--- src/rtl/fifo_wr_arbiter_pkg.sv ---
// fifo_arb_pkg: shared FSM state type and sizing helper for the FIFO write-port arbiter.
// Revision 1.0
`default_nettype none

package fifo_arb_pkg;

  typedef enum logic [0:0] {
    IDLE  = 1'b0,
    BURST = 1'b1
  } state_t;

  // Grant-id width; never below one bit so a 2-requester build still has a usable index.
  function automatic int gid_width(input int num_req);
    return (num_req <= 2) ? 1 : $clog2(num_req);
  endfunction

endpackage

`default_nettype wire

--- src/rtl/fifo_wr_arbiter_rr_arbiter.sv ---
// rr_arbiter: combinational rotate-priority pick of the first set request at or above rr_ptr_i.
// Revision 1.0
`default_nettype none

module rr_arbiter
  import fifo_arb_pkg::*;
#(
  parameter int NUM_REQ = 4,
  localparam int GW = gid_width(NUM_REQ)
) (
  input  logic [NUM_REQ-1:0] req_i,
  input  logic [GW-1:0]      rr_ptr_i,
  output logic               found_o,
  output logic [GW-1:0]      idx_o
);

  // Scan from the farthest offset down so the nearest candidate is written last and wins.
  always_comb begin
    found_o = 1'b0;
    idx_o   = '0;
    for (int k = NUM_REQ - 1; k >= 0; k--) begin
      int pos;
      pos = int'(rr_ptr_i) + k;
      if (pos >= NUM_REQ) pos = pos - NUM_REQ;
      if (req_i[pos]) begin
        found_o = 1'b1;
        idx_o   = GW'(pos);
      end
    end
  end

endmodule

`default_nettype wire

--- src/rtl/fifo_wr_arbiter.sv ---
// fifo_wr_arbiter: round-robin burst arbiter sharing one FIFO write port, with credit-based flow control.
// Revision 1.0
`default_nettype none

module fifo_wr_arbiter
  import fifo_arb_pkg::*;
#(
  parameter int NUM_REQ    = 4,
  parameter int DATA_WIDTH = 16,
  parameter int DEPTH      = 8,
  parameter int MAX_BURST  = 4
) (
  input  logic                          clk,
  input  logic                          reset_n,
  input  logic [NUM_REQ-1:0]            req_valid,
  input  logic [NUM_REQ-1:0]            req_last,
  input  logic [NUM_REQ*DATA_WIDTH-1:0] req_data,
  output logic [NUM_REQ-1:0]            req_ready,
  output logic                          fifo_write_en,
  output logic [DATA_WIDTH-1:0]         fifo_data_in,
  input  logic                          fifo_pop,
  output logic [gid_width(NUM_REQ)-1:0] grant_id,
  output logic                          busy,
  output logic [$clog2(DEPTH+1)-1:0]    credits,
  output logic                          credit_err
);

  localparam int GW = gid_width(NUM_REQ);
  localparam int CW = $clog2(DEPTH + 1);
  localparam int BW = $clog2(MAX_BURST + 1);
  localparam logic [CW-1:0] CRED_MAX   = CW'(DEPTH);
  localparam logic [BW-1:0] BURST_LAST = BW'(MAX_BURST - 1);

  state_t                  state_q;
  logic [GW-1:0]           rr_ptr_q, grant_id_q, next_ptr;
  logic [BW-1:0]           beat_cnt_q;
  logic [CW-1:0]           credits_q, credits_d;
  logic                    credit_err_q, credit_err_d;
  logic                    fifo_we_q;
  logic [DATA_WIDTH-1:0]   fifo_data_q;

  logic                    arb_found;
  logic [GW-1:0]           arb_idx;
  logic                    credit_ok, cur_valid, cur_last, accept;
  logic [DATA_WIDTH-1:0]   cur_data;

  rr_arbiter #(.NUM_REQ(NUM_REQ)) u_rr_arbiter (
    .req_i    (req_valid),
    .rr_ptr_i (rr_ptr_q),
    .found_o  (arb_found),
    .idx_o    (arb_idx)
  );

  assign credit_ok = (credits_q != '0);
  assign cur_valid = req_valid[grant_id_q];
  assign cur_last  = req_last[grant_id_q];
  assign cur_data  = req_data[int'(grant_id_q)*DATA_WIDTH +: DATA_WIDTH];
  assign accept    = (state_q == BURST) && cur_valid && credit_ok;
  assign next_ptr  = (grant_id_q == GW'(NUM_REQ - 1)) ? '0 : grant_id_q + 1'b1;

  // Ready is a function of registered state only, never of req_valid.
  always_comb begin
    req_ready = '0;
    if (state_q == BURST && credit_ok) req_ready[grant_id_q] = 1'b1;
  end

  always_comb begin
    credits_d    = credits_q;
    credit_err_d = credit_err_q;
    if (accept && !fifo_pop) begin
      credits_d = credits_q - 1'b1;
    end else if (fifo_pop && !accept) begin
      if (credits_q == CRED_MAX) credit_err_d = 1'b1;
      else                       credits_d    = credits_q + 1'b1;
    end
  end

  always_ff @(posedge clk or negedge reset_n) begin
    if (!reset_n) begin
      state_q      <= IDLE;
      rr_ptr_q     <= '0;
      grant_id_q   <= '0;
      beat_cnt_q   <= '0;
      credits_q    <= CRED_MAX;
      credit_err_q <= 1'b0;
      fifo_we_q    <= 1'b0;
      fifo_data_q  <= '0;
    end else begin
      credits_q    <= credits_d;
      credit_err_q <= credit_err_d;
      fifo_we_q    <= accept;
      if (accept) fifo_data_q <= cur_data;
      case (state_q)
        IDLE: begin
          if (arb_found && credit_ok) begin
            grant_id_q <= arb_idx;
            beat_cnt_q <= '0;
            state_q    <= BURST;
          end
        end
        BURST: begin
          if (!cur_valid) begin
            state_q  <= IDLE;
            rr_ptr_q <= next_ptr;
          end else if (credit_ok) begin
            beat_cnt_q <= beat_cnt_q + 1'b1;
            if (cur_last || beat_cnt_q == BURST_LAST) begin
              state_q  <= IDLE;
              rr_ptr_q <= next_ptr;
            end
          end
        end
        default: state_q <= IDLE;
      endcase
    end
  end

  assign fifo_write_en = fifo_we_q;
  assign fifo_data_in  = fifo_data_q;
  assign grant_id      = grant_id_q;
  assign busy          = (state_q == BURST);
  assign credits       = credits_q;
  assign credit_err    = credit_err_q;

endmodule

`default_nettype wire
--- config.mk ---
export PLATFORM = sky130hd
export DESIGN_NAME = fifo_wr_arbiter
export DESIGN_NICKNAME = d
export VERILOG_FILES = /design/src/rtl/fifo_wr_arbiter_pkg.sv /design/src/rtl/fifo_wr_arbiter_rr_arbiter.sv /design/src/rtl/fifo_wr_arbiter.sv
export SDC_FILE = /design/constraint.sdc
export NUM_CORES = 1
export LEC_CHECK = 0
export ABC_AREA = 1
export CORE_ASPECT_RATIO = 0.8
export CORE_MARGIN = 5
export CORE_UTILIZATION = 25
export CTS_CLUSTER_SIZE = 12
export DETAILED_ROUTE_END_ITERATION = 10
export GPL_ROUTABILITY_DRIVEN = 0
export HOLD_SLACK_MARGIN = 0.15
export PLACE_DENSITY_LB_ADDON = 0.1
export SETUP_SLACK_MARGIN = 0.02
export SLEW_MARGIN = 10
export SYNTH_ARGS = -nofsm -noshare
export SYNTH_HDL_FRONTEND = slang
export SYNTH_SLANG_ARGS = --single-unit
--- constraint.sdc ---
create_clock -name clk -period 2.2 [get_ports clk]
set_clock_uncertainty 0.1 [all_clocks]
set_input_delay 0.44 -clock clk [delete_from_list [all_inputs] [get_ports clk]]
set_output_delay 0.44 -clock clk [all_outputs]
set_load 0.01 [all_outputs]
==> results of run 1 <==
==> per-stage QoR <==
step,worst slack [ps],power (uW),hold slack [ps]
floorplan,24.8,2990,44.4
global placement,-202,4230,358
detailed placement,-241,4250,362
CTS,48.0,4690,377
global route,18.8,5290,391
finish,95.5,4760,377
==> sequential cells by signal, indices dropped and copies added (netlist names) <==
signal         cells
beat_cnt_q         3
grant_id           2
credits            4
credit_err         1
fifo_data_in      16
fifo_write_en      1
rr_ptr_q           2
busy               1
==> where the power goes <==
group / internal [uW] / switching [uW]
registers: 851 / 221
logic: 1490 / 1760
clock network: 225 / 214
==> worst register-to-register path: stages, from the launching register on <==
cell	delay, ps
dfrtp_2	510
a21oi_1	200
o21ai_2	80
nand2_2	140
nor2_8	70
ha_4	190
xor2_2	190
ha_2	190
a21oi_2	110
xor2_1	150
o21ai_1	80
==> cells in the final DEF, fill, tap and decap left out, drive strengths merged, types with 2 or more instances in the layout <==
cell type	instances
clkdlybuf4s50	95
a21oi	7
xor2	5
dfrtp	29
o21ai	40
nand4	2
clkdlybuf4s15	2
a31oi	16
buf	25
dlymetal6s2s	4
nand2	55
dlygate4sd2	2
ha	10
nor2	94
clkbuf	8
inv	26
nand3	16
==> worst max path at each step <==
stage	end	slack, ps	cells past startpoint
after floorplan	credits[2]$_DFFE_PN0P_	20	13
after global placement	credits[2]$_DFFE_PN0P_	-200	11
after detailed placement	credits[3]$_DFFE_PN1P_	-240	11
after CTS	req_ready[1]	50	7
after global routing	req_ready[2]	20	6
final	grant_id[0]	100	2
==> routing by layer <==
metal,wire length (um),vias to the layer above,global-route usage
li1,-,1273,-
met1,3530,1083,0.195
met2,3130,73,0.212
met3,605,11,0.0537
met4,143,0,0.0534
met5,0,-,0
==> Yosys cell counts (2+ instances only) <==
master / count / area, sq um
a21oi_1: 7 / 35.0
a31oi_1: 16 / 100
buf_2: 6 / 30.0
buf_4: 2 / 15.0
buf_6: 3 / 33.8
clkbuf_1: 3 / 11.3
dfrtp_1: 29 / 726
ha_1: 10 / 125
inv_1: 21 / 78.8
inv_2: 5 / 18.8
nand2_1: 54 / 203
nand3_1: 15 / 75.1
nand4_1: 2 / 12.5
nor2_1: 91 / 342
nor2_2: 2 / 12.5
o21ai_0: 36 / 180
o21ai_1: 4 / 20.0
xor2_1: 5 / 43.8
==> area by class of cell <==
class                   instances  share of cell area
clock buffers                   8              0.0222
inverters                      27              0.0295
multi-input cells             249               0.356
flip-flops and latches         30               0.210
well taps                     112              0.0389
repair buffers                128               0.343
==> repair_timing <==
action                                  in CTS  in global routing
pin swaps                                    0                  7
endpoints found under the setup margin       5                  7
buffers inserted                             0                  5
gates resized for setup                      5                 20
==> cells by family after synthesis <==
family                   synth area share
AND/OR/NAND/NOR                     0.321
buffers and inverters              0.0903
flip-flops                          0.348
adder cells (fa/ha/maj)            0.0579
XOR/XNOR                           0.0203
AO/OA/AOI/OAI                       0.163
==> impl_metrics.json, run 1 <==
{
  "worst_pin_slew_ps": 403,
  "min_period_over_period": 0.957,
  "clk_path_buf_depth": 2,
  "clock_latency_ps": 280,
  "grt.overflow.total": 0,
  "cts-root-buf": "clkbuf_8",
  "wl_per_cell_um": 13.4,
  "cts-htree-levels": 2,
  "slew_headroom": 0.731,
  "cts_buffers": 5,
  "drc": 0,
  "worstSetupPathType": "flip-flop to output pin",
  "rsz0062_at_grt": "yes",
  "ios": 104,
  "critPathMaxFanout": 19,
  "viasPerCell": 4.40,
  "synth.distinct_cells": 28,
  "required_ps": 1660,
  "synth-async-reset-ratio": 1.00,
  "min_from": "credit_err$_DFFE_PN0P_",
  "clk_pin_slew_ps": 70,
  "min_to": "credit_err$_DFFE_PN0P_",
  "vias": 2440,
  "routed_wl_um": 7420,
  "fillers": 875,
  "ant_nets": 0,
  "ys_ff_latch": 30,
  "synth_fp_nets": 406,
  "syn_area_sq_mm": 0.00216,
  "leakage_uw": 0.00163,
  "path_buf_inv": 2,
  "final_core_util": 0.427,
  "fin_setup_tns_ps": 0,
  "hold_viol_final": 0,
  "ys_seq_area_frac": 0.348,
  "worstReg2RegStart": "grant_id[0]$_DFFE_PN0P_",
  "setup_viol": 0,
  "worstSetupEndpointType": "output pin",
  "final-seq-area_sq_um": 756,
  "period_minus_slack_ps": 2100,
  "maxCapViolCount": 0,
  "worstHoldPathType": "flip-flop to flip-flop",
  "holdPathStages": 1,
  "core_sq_mm": 0.00845,
  "dr.pass1.iters": 4,
  "start_kind": "flip-flop",
  "final-max-slew-violation-count": 0,
  "yosysWarnings": 0,
  "multiInputGateArea_sq_mm": 0.00128,
  "row_count": 30,
  "r2r-end": "credits[2]$_DFFE_PN0P_",
  "synth_edf_count": 0,
  "drt_iter0_drc": 66,
  "powerDensity_mw_per_mm2": 1320,
  "grt_usage": 0.145,
  "layout.nets": 526,
  "layout-drive-gt1-share": 0.124,
  "hpwlAfterDp_um": 5770,
  "max_stage_delay_ps": 550,
  "path_delay_family": "buffers and inverters",
  "max_freq_mhz": 475,
  "cp_data_arrival_time_ps": 1560,
  "cp-startpoint": "grant_id[0]$_DFFE_PN0P_",
  "start_util": 0.256,
  "io_buffers": 103,
  "cts_tree": "yes",
  "grt_max_degree": 36,
  "netlist_instances": 321,
  "grt_pass1_vias": 2429,
  "reg2reg_depth": 10,
  "crit_path_top_delay_cell": "clkdlybuf4s50_1",
  "irDropWorstVdd_mv": 0.419,
  "dpl-instance-area_sq_mm": 0.00342,
  "r2r_slack_ps": 100,
  "fp.dieH_um": 93.2,
  "fp.dieW_um": 114,
  "finalInstanceArea_sq_mm": 0.00360,
  "antenna_found_initial": 0,
  "dp_cells": 541,
  "grt_pass1_wl_um": 12200,
  "synth_ff_type": "dfrtp_1",
  "die_area_sq_mm": 0.0106,
  "area.growth.synth_to_final_pct": 66.7,
  "outcome": "finished, final reports clean",
  "cts.sinks": 30,
  "worstPathCellList": "buf_8, clkdlybuf4s50_1",
  "ctsHoldBuffers": 0,
  "syn_avg_cell_area_sq_um": 6.74,
  "antennaDiodeCount": 0,
  "layoutNonFillerInstCount": 554
}
Power figures use the tool's default switching activity.
==> inputs of run 2 (changes only) <==
--- a/config.mk
+++ b/config.mk
@@ -7,12 +7,12 @@
 export LEC_CHECK = 0
 export ABC_AREA = 1
 export CORE_ASPECT_RATIO = 0.8
-export CORE_MARGIN = 5
+export CORE_MARGIN = 2
 export CORE_UTILIZATION = 25
 export CTS_CLUSTER_SIZE = 12
 export DETAILED_ROUTE_END_ITERATION = 10
 export GPL_ROUTABILITY_DRIVEN = 0
-export HOLD_SLACK_MARGIN = 0.15
+export HOLD_SLACK_MARGIN = 0.08
 export PLACE_DENSITY_LB_ADDON = 0.1
 export SETUP_SLACK_MARGIN = 0.02
 export SLEW_MARGIN = 10
==> run 2 against run 1 <==
  * Clock-buffer cell count down 1
  * Sequential share of layout area up 0.051 points
  * Fmax up 0.88%
  * Die area down 11%
  * Flip-flop and latch count unchanged
  * Design area down 0.24%
  * Largest cell class unchanged
  * Largest power group unchanged
==> impl_metrics.json, run 2 (synthesized netlist as in run 1, its figures left out) <==
{
  "grt_pass1_wl_um": 11400,
  "fillers": 879,
  "antenna_found_initial": 0,
  "power_frac_comb": 0.684,
  "fin_total_pwr_uw": 4740,
  "start_util": 0.256,
  "worstHoldPathType": "flip-flop to flip-flop",
  "vias": 2409,
  "final-seq-area_sq_um": 756,
  "cts.sinks": 30,
  "rsz0062_at_grt": "yes",
  "hpwlAfterDp_um": 5280,
  "max_freq_mhz": 479,
  "required_ps": 2260,
  "routed_wl_um": 6930,
  "clk_path_buf_depth": 2,
  "clk_pin_slew_ps": 60,
  "dr.pass1.iters": 4,
  "worstPathCellList": "a21oi_1, o21ai_2, nand2_2, nor2_8, ha_4, xor2_2, ha_2, a21oi_2, xor2_1, o21ai_1",
  "slew_headroom": 0.727,
  "layout-drive-gt1-share": 0.129,
  "p_sw_uw": 2150,
  "viasPerCell": 4.35,
  "row_count": 30,
  "layoutNonFillerInstCount": 554,
  "drt_iter0_drc": 73,
  "io_buffers": 103,
  "final_common_cell": "clkdlybuf4s50_1",
  "period_minus_slack_ps": 2090,
  "drc": 0,
  "grt.overflow.total": 0,
  "p_int_uw": 2590,
  "cts_buffers": 5,
  "irDropWorstVdd_mv": 0.450,
  "worstSetupEndpoint": "credits[2]$_DFFE_PN0P_",
  "wl_per_cell_um": 12.5,
  "path_buf_inv": 0,
  "critPathMaxFanout": 8,
  "reg2reg_depth": 10,
  "die_area_sq_mm": 0.00941,
  "grt_pass1_vias": 2326,
  "powerDensity_mw_per_mm2": 1320,
  "worstReg2RegStart": "grant_id[0]$_DFFE_PN0P_",
  "grt_usage": 0.155,
  "sw_frac_of_total": 0.454,
  "min_period_over_period": 0.948,
  "hold_viol_final": 0,
  "cts-htree-levels": 2,
  "max_stage_delay_ps": 490,
  "crit_cells": 10,
  "ctsHoldBuffers": 0,
  "setup_viol": 0,
  "seq_power_share": 0.221,
  "worstSetupPathType": "flip-flop to flip-flop",
  "antennaDiodeCount": 0,
  "cp-startpoint": "grant_id[0]$_DFFE_PN0P_",
  "cts-root-buf": "clkbuf_8",
  "crit_path_top_delay_cell": "dfrtp_2",
  "fin_ws_ps": 114,
  "worst_pin_slew_ps": 409,
  "leakage_uw": 0.00164,
  "place_ws_ps": -234,
  "final-max-slew-violation-count": 0,
  "cts_tree": "yes",
  "fp.dieH_um": 87.2,
  "pwr-share-clk": 0.095,
  "outcome": "finished, final reports clean",
  "core_sq_mm": 0.00845,
  "clock_latency_ps": 280,
  "ios": 104,
  "ant_nets": 0,
  "path_delay_family": "flip-flops",
  "area.growth.synth_to_final_pct": 66.3,
  "start_kind": "flip-flop",
  "dp_cells": 543,
  "final_cell_mix": "95 x clkdlybuf4s50_1, 91 x nor2_1, 54 x nand2_1",
  "multiInputGateArea_sq_mm": 0.00128,
  "r2r_slack_ps": 110,
  "layout.nets": 527,
  "grt_max_degree": 35,
  "worstSetupEndpointType": "flip-flop",
  "fp.dieW_um": 108,
  "r2r-end": "credits[2]$_DFFE_PN0P_",
  "cp_data_arrival_time_ps": 2150,
  "maxCapViolCount": 0,
  "largest_register_ffs": 16
}
-- run 2: stage by stage --
| step | cell area [sq um] | TNS (ps) | util | hold slack [ps] |
|---|---|---|---|---|
| after CTS | 3520 | 0 | 0.417 | 376 |
| after detailed placement | 3440 | -1540 | 0.407 | 362 |
| final | 3590 | 0 | 0.426 | 374 |
| after floorplan | 2200 | 0 | - | 44.4 |
| after global routing | 3590 | 0 | 0.426 | 408 |
| after global placement | 3440 | -1130 | 0.407 | 360 |
-- run 2: repair_timing --
action                     CTS  global route
setup endpoints to repair    4             7
gates resized for setup      4            14
pin swaps                    0            11
setup buffers                0             4
hold endpoints to repair     0             0
-- run 2: worst min path at each step --
stage | start | to | slack (ps) | cells past startpoint
after floorplan | reset_n | beat_cnt_q[0]$_DFFE_PN0P_ | 40 | 0
after global placement | credit_err$_DFFE_PN0P_ | credit_err$_DFFE_PN0P_ | 360 | 1
after detailed placement | credit_err$_DFFE_PN0P_ | credit_err$_DFFE_PN0P_ | 360 | 1
after CTS | credit_err$_DFFE_PN0P_ | credit_err$_DFFE_PN0P_ | 380 | 1
after global routing | credit_err$_DFFE_PN0P_ | credit_err$_DFFE_PN0P_ | 410 | 1
final | credit_err$_DFFE_PN0P_ | credit_err$_DFFE_PN0P_ | 370 | 1
-- run 2: cell type report --
cell class                      instances  share of cell area
Multi-Input combinational cell        249               0.356
Inverter                               27              0.0282
Tap cell                              112              0.0390
Sequential cell                        30               0.210
Timing Repair Buffer                  129               0.342
Clock buffer                            7              0.0240
-- run 2: layer usage --
layer / wire length, um / track usage
met2: 3000 / 0.242
met5: 0 / 0
met4: 55 / 0.0315
met3: 665 / 0.0643
met1: 3210 / 0.203
-- run 2: power groups by stage --
stage	sequential [uW]	combinational, uW	clock [uW]
3_5_place_dp	1050	3190	0
2_1_floorplan	1150	1840	0
4_1_cts	1040	3180	473
3_3_place_gp	1050	3170	0
6_report	1050	3240	449
5_1_grt	1090	3700	499
==> inputs of run 3 (changes only) <==
--- a/config.mk
+++ b/config.mk
@@ -6,6 +6,7 @@
 export NUM_CORES = 1
 export LEC_CHECK = 0
 export ABC_AREA = 1
+export CAP_MARGIN = 10
 export CORE_ASPECT_RATIO = 0.8
 export CORE_MARGIN = 2
 export CORE_UTILIZATION = 25
==> results of run 3 <==
Same layout as run 2: the final DEF is identical, and so are final timing and power.
